**src/rtl/hart_state_unit_if.sv**
```systemverilog
// Signal bundle between the ID/IF/MEM stages and the hart state table.
// The master side raises start/kill/miss/fin events and the slave side reports per-hart state.
interface hart_state_unit_if;
    logic       id_hstart;
    logic       id_hkill;
    logic [1:0] id_set_hid;
    logic       hart_ic_flush;
    logic [1:0] ic_miss_hid;
    logic       i_cache_fin;
    logic       hart_dc_flush;
    logic [1:0] dc_miss_hid;
    logic       d_cache_fin;
    logic [3:0] run_hstate;
    logic [3:0] acti_hstate;
    logic [3:0] prim_hstate;
    logic [1:0] free_hid;
    logic       no_free_hart;

    modport master (
        output id_hstart, id_hkill, id_set_hid,
        output hart_ic_flush, ic_miss_hid, i_cache_fin,
        output hart_dc_flush, dc_miss_hid, d_cache_fin,
        input  run_hstate, acti_hstate, prim_hstate, free_hid, no_free_hart
    );

    modport slave (
        input  id_hstart, id_hkill, id_set_hid,
        input  hart_ic_flush, ic_miss_hid, i_cache_fin,
        input  hart_dc_flush, dc_miss_hid, d_cache_fin,
        output run_hstate, acti_hstate, prim_hstate, free_hid, no_free_hart
    );
endinterface

```
**src/rtl/hart_state_unit.sv**
```systemverilog
// Hart state table for the 4-hart barrel core: run/wait bits, one I- and one D-miss slot,
// and the primary hart. All outputs come from registers or from the registered run vector.
module hart_state_unit (
    input  logic              clk,
    input  logic              rst,
    hart_state_unit_if.slave  hs
);

    logic [3:0] run_q, run_d;
    logic [3:0] icWait_q, icWait_d;
    logic [3:0] dcWait_q, dcWait_d;
    logic [3:0] prim_q, prim_d;
    logic [3:0] acti_q, acti_d;
    logic       icValid_q, icValid_d;
    logic       dcValid_q, dcValid_d;
    logic [1:0] icHid_q, icHid_d;
    logic [1:0] dcHid_q, dcHid_d;
    logic       icAccept, dcAccept, startAccept;
    logic [1:0] freeHid;

    // Events are layered fin -> miss -> start -> kill so the later layer overrides
    // the earlier one, giving kill the final word on its hart.
    always_comb begin
        run_d     = run_q;
        icWait_d  = icWait_q;
        dcWait_d  = dcWait_q;
        prim_d    = prim_q;
        icValid_d = icValid_q;
        dcValid_d = dcValid_q;
        icHid_d   = icHid_q;
        dcHid_d   = dcHid_q;

        icAccept = hs.hart_ic_flush && run_q[hs.ic_miss_hid]
                   && (!icValid_q || hs.i_cache_fin)
                   && !(hs.id_hkill && hs.id_set_hid == hs.ic_miss_hid);
        dcAccept = hs.hart_dc_flush && run_q[hs.dc_miss_hid]
                   && (!dcValid_q || hs.d_cache_fin)
                   && !(hs.id_hkill && hs.id_set_hid == hs.dc_miss_hid);
        startAccept = hs.id_hstart && !run_q[hs.id_set_hid] && !hs.id_hkill;

        if (hs.i_cache_fin && icValid_q) begin
            icWait_d[icHid_q] = 1'b0;
            icValid_d         = 1'b0;
        end
        if (hs.d_cache_fin && dcValid_q) begin
            dcWait_d[dcHid_q] = 1'b0;
            dcValid_d         = 1'b0;
        end

        if (icAccept) begin
            icValid_d                 = 1'b1;
            icHid_d                   = hs.ic_miss_hid;
            icWait_d[hs.ic_miss_hid]  = 1'b1;
        end
        if (dcAccept) begin
            dcValid_d                 = 1'b1;
            dcHid_d                   = hs.dc_miss_hid;
            dcWait_d[hs.dc_miss_hid]  = 1'b1;
        end

        if (startAccept) begin
            run_d[hs.id_set_hid]    = 1'b1;
            icWait_d[hs.id_set_hid] = 1'b0;
            dcWait_d[hs.id_set_hid] = 1'b0;
            if (prim_q == 4'b0000) begin
                prim_d = 4'b0001 << hs.id_set_hid;
            end
        end

        // A slot reloaded for another hart this cycle must survive the kill,
        // so compare against the next-state slot rather than the current one.
        if (hs.id_hkill) begin
            run_d[hs.id_set_hid]    = 1'b0;
            icWait_d[hs.id_set_hid] = 1'b0;
            dcWait_d[hs.id_set_hid] = 1'b0;
            if (icValid_d && icHid_d == hs.id_set_hid) begin
                icValid_d = 1'b0;
            end
            if (dcValid_d && dcHid_d == hs.id_set_hid) begin
                dcValid_d = 1'b0;
            end
            if (prim_q[hs.id_set_hid]) begin
                prim_d = run_d & (~run_d + 4'd1);
            end
        end

        acti_d = run_d & ~icWait_d & ~dcWait_d;
    end

    always_ff @(posedge clk or posedge rst) begin
        if (rst) begin
            run_q     <= 4'b0001;
            icWait_q  <= 4'b0000;
            dcWait_q  <= 4'b0000;
            prim_q    <= 4'b0001;
            acti_q    <= 4'b0001;
            icValid_q <= 1'b0;
            dcValid_q <= 1'b0;
            icHid_q   <= 2'd0;
            dcHid_q   <= 2'd0;
        end else begin
            run_q     <= run_d;
            icWait_q  <= icWait_d;
            dcWait_q  <= dcWait_d;
            prim_q    <= prim_d;
            acti_q    <= acti_d;
            icValid_q <= icValid_d;
            dcValid_q <= dcValid_d;
            icHid_q   <= icHid_d;
            dcHid_q   <= dcHid_d;
        end
    end

    always_comb begin
        freeHid = 2'd0;
        for (int i = 3; i >= 0; i--) begin
            if (!run_q[i]) begin
                freeHid = 2'(i);
            end
        end
    end

    assign hs.run_hstate   = run_q;
    assign hs.acti_hstate  = acti_q;
    assign hs.prim_hstate  = prim_q;
    assign hs.free_hid     = freeHid;
    assign hs.no_free_hart = &run_q;

endmodule
```
**src/flat_wrapper.sv**
```systemverilog
// flat-port wrapper written by rule: the top's interface ports become plain ports
module hart_state_unit_flat 
  (clk, rst, hs_id_hstart, hs_id_hkill, hs_id_set_hid, hs_hart_ic_flush, hs_ic_miss_hid, hs_i_cache_fin, hs_hart_dc_flush, hs_dc_miss_hid, hs_d_cache_fin, hs_run_hstate, hs_acti_hstate, hs_prim_hstate, hs_free_hid, hs_no_free_hart);
  hart_state_unit_if hs_i ();
  input  logic clk;
  input  logic rst;
  input wire logic [$bits(hs_i.id_hstart)-1:0] hs_id_hstart;
  input wire logic [$bits(hs_i.id_hkill)-1:0] hs_id_hkill;
  input wire logic [$bits(hs_i.id_set_hid)-1:0] hs_id_set_hid;
  input wire logic [$bits(hs_i.hart_ic_flush)-1:0] hs_hart_ic_flush;
  input wire logic [$bits(hs_i.ic_miss_hid)-1:0] hs_ic_miss_hid;
  input wire logic [$bits(hs_i.i_cache_fin)-1:0] hs_i_cache_fin;
  input wire logic [$bits(hs_i.hart_dc_flush)-1:0] hs_hart_dc_flush;
  input wire logic [$bits(hs_i.dc_miss_hid)-1:0] hs_dc_miss_hid;
  input wire logic [$bits(hs_i.d_cache_fin)-1:0] hs_d_cache_fin;
  output wire logic [$bits(hs_i.run_hstate)-1:0] hs_run_hstate;
  output wire logic [$bits(hs_i.acti_hstate)-1:0] hs_acti_hstate;
  output wire logic [$bits(hs_i.prim_hstate)-1:0] hs_prim_hstate;
  output wire logic [$bits(hs_i.free_hid)-1:0] hs_free_hid;
  output wire logic [$bits(hs_i.no_free_hart)-1:0] hs_no_free_hart;
  assign hs_i.id_hstart = hs_id_hstart;
  assign hs_i.id_hkill = hs_id_hkill;
  assign hs_i.id_set_hid = hs_id_set_hid;
  assign hs_i.hart_ic_flush = hs_hart_ic_flush;
  assign hs_i.ic_miss_hid = hs_ic_miss_hid;
  assign hs_i.i_cache_fin = hs_i_cache_fin;
  assign hs_i.hart_dc_flush = hs_hart_dc_flush;
  assign hs_i.dc_miss_hid = hs_dc_miss_hid;
  assign hs_i.d_cache_fin = hs_d_cache_fin;
  assign hs_run_hstate = hs_i.run_hstate;
  assign hs_acti_hstate = hs_i.acti_hstate;
  assign hs_prim_hstate = hs_i.prim_hstate;
  assign hs_free_hid = hs_i.free_hid;
  assign hs_no_free_hart = hs_i.no_free_hart;
  hart_state_unit u_core (.clk(clk), .rst(rst), .hs(hs_i));
endmodule
```
**config.mk**
```make
export PLATFORM = sky130hd
export DESIGN_NAME = hart_state_unit_flat
export DESIGN_NICKNAME = d
export VERILOG_FILES = /design/src/rtl/hart_state_unit_if.sv /design/src/rtl/hart_state_unit.sv /design/src/flat_wrapper.sv
export SDC_FILE = /design/constraint.sdc
export NUM_CORES = 1
export LEC_CHECK = 0
export ABC_AREA = 1
export CAP_MARGIN = 5
export CORE_MARGIN = 2
export CORE_UTILIZATION = 50
export CTS_BUF_LIST = sky130_fd_sc_hd__clkbuf_8 sky130_fd_sc_hd__clkbuf_16
export DETAILED_ROUTE_END_ITERATION = 8
export PLACE_DENSITY = 0.79
export SKIP_LAST_GASP = 1
export SLEW_MARGIN = 10
export SYNTH_ARGS = -nofsm -noshare
export SYNTH_HDL_FRONTEND = slang
export SYNTH_SLANG_ARGS = --single-unit
```
**constraint.sdc**
```tcl
create_clock -name clk -period 4.25 [get_ports clk]
set_input_delay 0.425 -clock clk [delete_from_list [all_inputs] [get_ports clk]]
set_output_delay 0.425 -clock clk [all_outputs]
set_load 0.02 [all_outputs]
```
=== Yosys cells after proc, flatten, opt, wreduce, memory -nomap -nowiden ===
Cells that the tools add are included.

* Bits in registers: 26
* Input port bits: 14
* Output and inout port bits: 15
* Logic and storage cells: 119

* $add $sub $neg: 1
* Order comparisons: 10
* Equality and inequality tests: 4
* Shift operators: 1
* Mux-type cells: 46
* Bitwise operators: 19
* Reduce and logical (&&, ||, !) cells: 29

{| class="wikitable"
|+ Operators by type and width
! kind !! number
|-
| two-way mux 4 bit || 14
|-
| AND 4 bit || 10
|-
| inverter 4 bit || 6
|-
| logical AND 1 bit || 19
|-
| two-way mux 1 bit || 17
|-
| less-than comparator 2 x 3 -> 1 bit, second input constant || 5
|-
| two-way mux 2 bit || 6
|-
| OR 4 bit || 3
|-
| demux 1 bit (select 2 bit) || 5
|-
| >= comparator 2 x 1 -> 1 bit, second input constant || 5
|-
| binary-select mux 1 bit (select 2 bit) || 4
|-
| == test 2 bit || 4
|-
| logical NOT 1 bit || 6
|-
| adder 4 x 1 -> 4 bit, second input constant || 1
|-
| logical NOT 4 bit || 1
|-
| AND reduction 4 bit || 1
|-
| << shifter 1 x 2 -> 4 bit, first input constant || 1
|-
| logical OR 1 bit || 2
|}

=== Logic depth before layout (Yosys ltp) ===
Gate-level depths: netlist of run 1.

* Word-level depth: 16
* Gate-level depth with buffers: 12
* Depth with buffers taken out: 12

=== Worst setup path before layout of run 1 ===
OpenSTA, ideal clock, no wires.

* Path type: reg2out
* Start point: reg u_core.run_q[0] (netlist: u_core.hs.run_hstate[0])
* End point: out hs_no_free_hart
* Arrival: 1.225 ns
* Required time: 3.825 ns
* Slack: 2.600 ns
* Cell stages (with the launch flop): 3
* Buffers on the path: 0
* Cells stage by stage: dfstp_2 -> inv_1 -> nor3_1

* Word-level cells in the longest chain between the ends: 1

{| class="wikitable"
|+ RTL lines
! item !! RTL line !! RTL
|-
| from (decl) || hart_state_unit.sv:9 || <nowiki>logic [3:0] run_q, run_d;</nowiki>
|-
| from (signal assigned) || hart_state_unit.sv:102 || <nowiki>run_q <= run_d;</nowiki>
|-
| AND reduction 4 bit || hart_state_unit.sv:127 || <nowiki>assign hs.no_free_hart = &run_q;</nowiki>
|-
| to (decl) || flat_wrapper.sv:20 || <nowiki>output wire logic [$bits(hs_i.no_free_hart)-1:0] hs_no_free_hart;</nowiki>
|}

Every way passes these cells.

=== Worst setup path after layout of run 1 ===
Same ends and word-level chain as after synthesis.

==> results of run 1 <==
worst max-delay path, cell delays in order, from the launching register on:
cell	delay [ns]
dfstp_2	0.60
inv_1	0.11
nor3_1	0.20
clkdlybuf4s50_1	0.63
worst max-delay path by stage:
stage                                to  slack [ns]  cells past startpoint
2_1_floorplan           hs_no_free_hart        2.60                      2
3_3_place_gp   u_core.hs.acti_hstate[1]        1.79                     11
3_5_place_dp   u_core.hs.acti_hstate[1]        1.73                     10
4_1_cts                 hs_no_free_hart        1.99                      3
5_1_grt                u_core.icValid_q        1.88                     12
6_report                hs_no_free_hart        2.00                      3
routing by layer:
| metal | track usage | up-vias | wire, microns |
|---|---|---|---|
| met5 | 0 | - | 0 |
| met4 | 0.06832 | 0 | 43 |
| met2 | 0.3632 | 40 | 1692 |
| li1 | - | 791 | - |
| met1 | 0.3231 | 697 | 1750 |
| met3 | 0.03151 | 5 | 178 |
Yosys cell counts:
cell type,number,area share
dfstp_2,3,0.048
nand3_2,2,0.012
nor2_2,5,0.019
o22ai_1,2,0.0076
a211oi_1,1,0.0046
nor2_1,16,0.037
inv_4,3,0.011
inv_1,22,0.050
o21ai_2,4,0.021
nor2_4,3,0.021
o21a_1,2,0.0092
nand4_1,5,0.019
buf_4,1,0.0046
inv_2,7,0.016
nand2_4,1,0.0069
nand3_1,17,0.052
o21ai_0,10,0.031
nand2_8,1,0.012
nand2_1,60,0.14
nor3_1,6,0.018
a21oi_1,14,0.043
nand2_2,2,0.0076
buf_6,2,0.014
o31ai_1,4,0.018
nor4_1,1,0.0038
o2111ai_2,1,0.0092
o21ai_1,5,0.015
dfrtp_1,23,0.35
kinds of logic (layout without fill, tap and decap cells):
kind of cell / Yosys count / count (layout)
simple gates: 119 / 119
flops: 26 / 26
compound gates: 43 / 43
buf+inv: 35 / 64
sequential cells by signal (all words and copies together), names as in the netlist:
name and cells:
u_core.dcWait_q 4, u_core.hs.acti_hstate 4, u_core.hs.prim_hstate 4, u_core.hs.run_hstate 4, u_core.icWait_q 4, u_core.dcHid_q 2
u_core.icHid_q 2, u_core.dcValid_q 1, u_core.icValid_q 1
through the flow:
step	hold slack, ns	power [uW]	util	worst slack, ns	cells
finish	0.5400	970.7	0.6549	2.004	296
global route	0.5876	1041	0.6549	1.884	296
CTS	0.5477	977.7	0.6549	1.994	296
detailed placement	0.5141	771.8	0.6317	1.730	292
global placement	0.5118	767.4	0.6317	1.795	292
floorplan	0.4628	626.4	-	2.600	223
area by class of cell:
| type | count | area share |
|---|---|---|
| repair buffers | 28 | 0.1390 |
| flip-flops and latches | 26 | 0.3246 |
| multi-input cells | 162 | 0.4103 |
| well taps | 44 | 0.02731 |
| clock inverters | 1 | 0.01490 |
| clock buffers | 3 | 0.02048 |
| inverters | 32 | 0.06331 |
where the power goes:
group / leakage (uW) / switching (uW) / internal, uW
sequential: 0.000331 / 63.6 / 322
clock: 0.0000357 / 77.8 / 126
combinational: 0.000584 / 224 / 157
total: 0.000951 / 366 / 605
==> results_dict.tcl, run 1 <==
set metrics [dict create \
    coreArea_sq_um 3078 \
    critical_path_class "reg2out" \
    power_per_cell_area_nw_per_um2 481.6 \
    final.period_utilization 0.5284 \
    leakage_uw 0.0009510 \
    rrSetupSlack_ns 2.62 \
    chip_height_microns 61.26 \
    layout.cells.most_common_list "nand2_1, clkdlybuf4s50_1, dfrtp_1" \
    worst_pin_slew_ns 0.9466 \
    clock_insertion_delay_worst_skew_ns 0.27 \
    post_route_cells_drive_above_1_share 0.1429 \
    floorplan.io_pins 29 \
    ctsResizeCount 0 \
    setup_viol_count_final 0 \
    globalRoute.totalOverflow 0 \
    num-nets-final 267 \
    multi_input_area_sq_um 827.0 \
    critPathLaunch "u_core.hs.run_hstate[0]" \
    r2r-start "u_core.hs.run_hstate[0]" \
    grt_start_max_net_pins 27 \
    track_usage 0.2278 \
    final-hold-violation-count 0 \
    instance_area_after_placement_sq_um 1944 \
    arrival_ns 1.82 \
    synth-simple-area-share 0.3458 \
    compound_gate_portion_of_the_synthesized_area 0.1588 \
    route.final.wire_length_microns 3665 \
    ys_warn_count 0 \
    netlist_instances 223 \
    setup.worst_path.start_class "flop" \
    worstHoldPathType "reg2reg" \
    synth-seq-area-share 0.3992 \
    report.final.slew_viol_count 0 \
    synth.lib_cells_used.distinct 28 \
    cts.reportedPaths.clkPinSlew_ns 0.09 \
    holdCritStartpoint "u_core.dcWait_q[2]" \
    ctsLongestPathBuffers 2 \
    irDropWorstVdd_v 0.0002737 \
    whs_path_depth 2 \
    post-route-cell-area_sq_um 2016 \
    r2r.worst_path.cells 9 \
    crit-reg2reg-capture "u_core.hs.acti_hstate[2]" \
    io_buffers 28 \
    final_antenna_net_count 0 \
    grt_antenna_before_repair 0 \
    yosys.area_share.adder 0 \
    synth.mux.area_fraction 0 \
    syn-cell-area_sq_um 1639 \
    main_combinational_cell_family_by_area_after_synthesis "simple AND/OR/NAND/NOR gates" \
    initial_core_util 0.5325 \
    regArea_sq_um 654.4 \
    worst-path-max-fanout 6 \
    ctsRootBufferMaster "clkbuf_8" \
    die_w_microns 61.26 \
    first_global_vias 1409 \
    cp.required_ns 3.83 \
    antenna_cells 0 \
    post_drt_via_cell_ratio 5.179 \
    outcome "finished clean" \
    synth.net_count 237 \
    place_congestion 0.8510 \
    wire_per_inst_microns 12.38 \
    endpoint_kind "output port" \
    cts_tree "done" \
    synth-seq-cells 26 \
    fp.dieArea_sq_um 3752 \
    clock_buffers_created_by_tritoncts 3 \
    first_pass_iteration_count_of_the_detailed_router 4 \
    tritoncts_num_sinks 26 \
    layout-area-overhead-vs-synth_pct 22.98 \
    timing.setup.tns_ns 0 \
    setup_repair_bufs_after_cts 0 \
    final_layout_fill_cell_count 276 \
    fmax_mhz 445.3 \
    slew_headroom 0.3682 \
    unrepaired_setup_endpoints_after_global_routing "false" \
    whs_endpoint "u_core.dcWait_q[2]" \
    layout_min_cycle_time_ns 2.246 \
    synth-xor-area-share 0 \
    cts_h_tree_depth 1 \
    clock_skew_ns 0.005653 \
    dp_wirelength_microns 2828 \
    rows 20 \
    synth.avg_cell_area_sq_um 7.350 \
    detail_route.iter0.violations 66 \
    first_pass_grt_wire_length_microns 6285 \
    drv.max_cap_violation_count 0 \
    final_common_cell "nand2_1" \
    cts_hold_repair.buffers 0 \
    routed-via-count 1533 \
    detail_route.drc_violations 0 \
]
Power figures use the tool's default switching activity.
==> run 2: changes to the inputs <==
CORE_UTILIZATION = 47   (was 50)
PLACE_DENSITY = 0.78   (was 0.79)
clock period = 1.85 ns   (was 4.25 ns; I/O delays follow)
==> run 2 against run 1 <==
Clock power up 130%. Utilization decreased by 0.32 points. Critical path depth unchanged. Largest power group is now combinational cells. Largest cell class unchanged. Cell count rose by 6.8%.
==> results_dict.tcl, run 2 (synthesis gave the netlist of run 1 again) <==
set metrics [dict create \
    outcome "finished clean" \
    post_route_cells_drive_above_1_share 0.2000 \
    final.period_utilization 0.9339 \
    final-hold-violation-count 0 \
    setup_viol_count_final 0 \
    timing.setup.tns_ns 0 \
    unrepaired_setup_endpoints_after_global_routing "false" \
    worst_pin_slew_ns 0.5446 \
    dp_wirelength_microns 2942 \
    globalRoute.totalOverflow 0 \
    worstHoldPathType "in2async" \
    clock_insertion_delay_worst_skew_ns 0.27 \
    first_pass_iteration_count_of_the_detailed_router 4 \
    track_usage 0.2090 \
    io_buffers 28 \
    first_pass_grt_wire_length_microns 6693 \
    leakage_uw 0.001059 \
    endpoint_kind "output port" \
    arrival_ns 1.54 \
    detail_route.iter0.violations 59 \
    r2r.worst_path.cells 9 \
    final_antenna_net_count 0 \
    irDropWorstVdd_v 0.0007482 \
    grt_antenna_before_repair 0 \
    wire_per_inst_microns 12.09 \
    power_per_cell_area_nw_per_um2 1055 \
    fin_cells 316 \
    cp.required_ns 1.66 \
    die_w_microns 63.06 \
    grt_start_max_net_pins 27 \
    route.final.wire_length_microns 3820 \
    layout.cells.most_common_list "nand2_1, clkdlybuf4s50_1, dfrtp_1" \
    instance_area_after_placement_sq_um 2107 \
    cts.reportedPaths.clkPinSlew_ns 0.09 \
    critical_path_class "reg2out" \
    place_congestion 0.8750 \
    routed-via-count 1646 \
    clock_skew_ns 0.005767 \
    ctsRootBufferMaster "clkbuf_8" \
    final_common_cell "nand2_1" \
    drv.max_cap_violation_count 0 \
    crit-reg2reg-capture "u_core.hs.acti_hstate[1]" \
    setup.worst_path.start_class "flop" \
    layout-area-overhead-vs-synth_pct 32.67 \
    post_drt_via_cell_ratio 5.209 \
    num-nets-final 285 \
    slew_headroom 0.6336 \
    antenna_cells 0 \
    post-route-worst-setup-slack_ns 0.1224 \
    rows 21 \
    worst-path-max-fanout 6 \
    clock_buffers_created_by_tritoncts 3 \
    r2r-start "u_core.hs.run_hstate[0]" \
    cts_tree "done" \
    initial_core_util 0.4912 \
    report.final.slew_viol_count 0 \
    ctsLongestPathBuffers 2 \
    cts_h_tree_depth 1 \
    fp.dieArea_sq_um 3976 \
    coreArea_sq_um 3337 \
    tritoncts_num_sinks 26 \
    critPathLaunch "u_core.hs.run_hstate[0]" \
    layout_min_cycle_time_ns 1.728 \
    post-route-cell-area_sq_um 2175 \
    fmax_mhz 578.8 \
    dp_worst_setup_slack_ns 0.001274 \
    floorplan.io_pins 29 \
    rrSetupSlack_ns 0.24 \
    final_layout_fill_cell_count 301 \
    chip_height_microns 63.06 \
    placed_cells_incl_taps 312 \
    first_global_vias 1515 \
    detail_route.drc_violations 0 \
    crit_path_capture "hs_no_free_hart" \
]
-- run 2: cell count changes in the layout (fill, tap and decap cells not counted) --
| cell | previous run | this run |
|---|---|---|
| buf_12 | 0 | 2 |
| dlygate4sd2_1 | 0 | 3 |
| buf_4 | 0 | 16 |
| clkdlybuf4s50_1 | 28 | 25 |
-- run 2: area by class of cell --
class	count	area, sq um	area share
clock inverter	1	30.03	0.01381
timing repair buffer	46	436.7	0.2008
inverter	32	127.6	0.05869
tap	46	57.56	0.02647
multi-input combinational	162	827.0	0.3803
sequential	26	654.4	0.3009
clock buffer	3	41.29	0.01899
-- run 2: report_power, final --
| part | switching (uW) | internal, uW | total, uW |
|---|---|---|---|
| clock network | 183 | 290 | 473 |
| registers | 149 | 740 | 890 |
| logic | 523 | 409 | 933 |
| total | 856 | 1440 | 2290 |
-- run 2: metal layers --
layer  routed length, microns  vias to the layer above  GRT usage
li1                         -                      829          -
met1                     1775                      763     0.2903
met2                     1770                       50     0.3457
met3                      246                        4    0.02679
met4                       28                        0    0.05278
met5                        0                        -          0
-- run 2: worst max-delay path, stage by stage, from the launching register on --
cell and delay (ns):
dfstp_2 0.62, inv_1 0.12, nor3_1 0.19, dlygate4sd2_1 0.35
-- run 2: metrics by stage --
step           power, uW  hold slack, ns  utilization
2_1_floorplan       1439          0.2228            -
3_3_place_gp        1826          0.5079       0.6314
3_5_place_dp        1834          0.5174       0.6314
4_1_cts             2301          0.2723       0.6517
5_1_grt             2460          0.3370       0.6517
6_report            2295          0.2595       0.6517
-- run 2: worst min-delay path by stage --
stage / from / end / slack [ns] / cells past startpoint
floorplan: rst / u_core.dcHid_q[0] / 0.22 / 1
CTS: rst / u_core.dcWait_q[3] / 0.27 / 3
global placement: u_core.dcWait_q[2] / u_core.dcWait_q[2] / 0.51 / 2
finish: rst / u_core.dcWait_q[3] / 0.26 / 3
detailed placement: u_core.dcWait_q[2] / u_core.dcWait_q[2] / 0.52 / 2
global route: rst / u_core.hs.acti_hstate[3] / 0.34 / 3
-- run 2: repair_timing --
action	4_1_cts	5_1_grt
endpoints found under the setup margin	3	0
endpoints found under the hold margin	0	0
resized for setup	3	0
buffers inserted	0	0
hold buffers	0	0
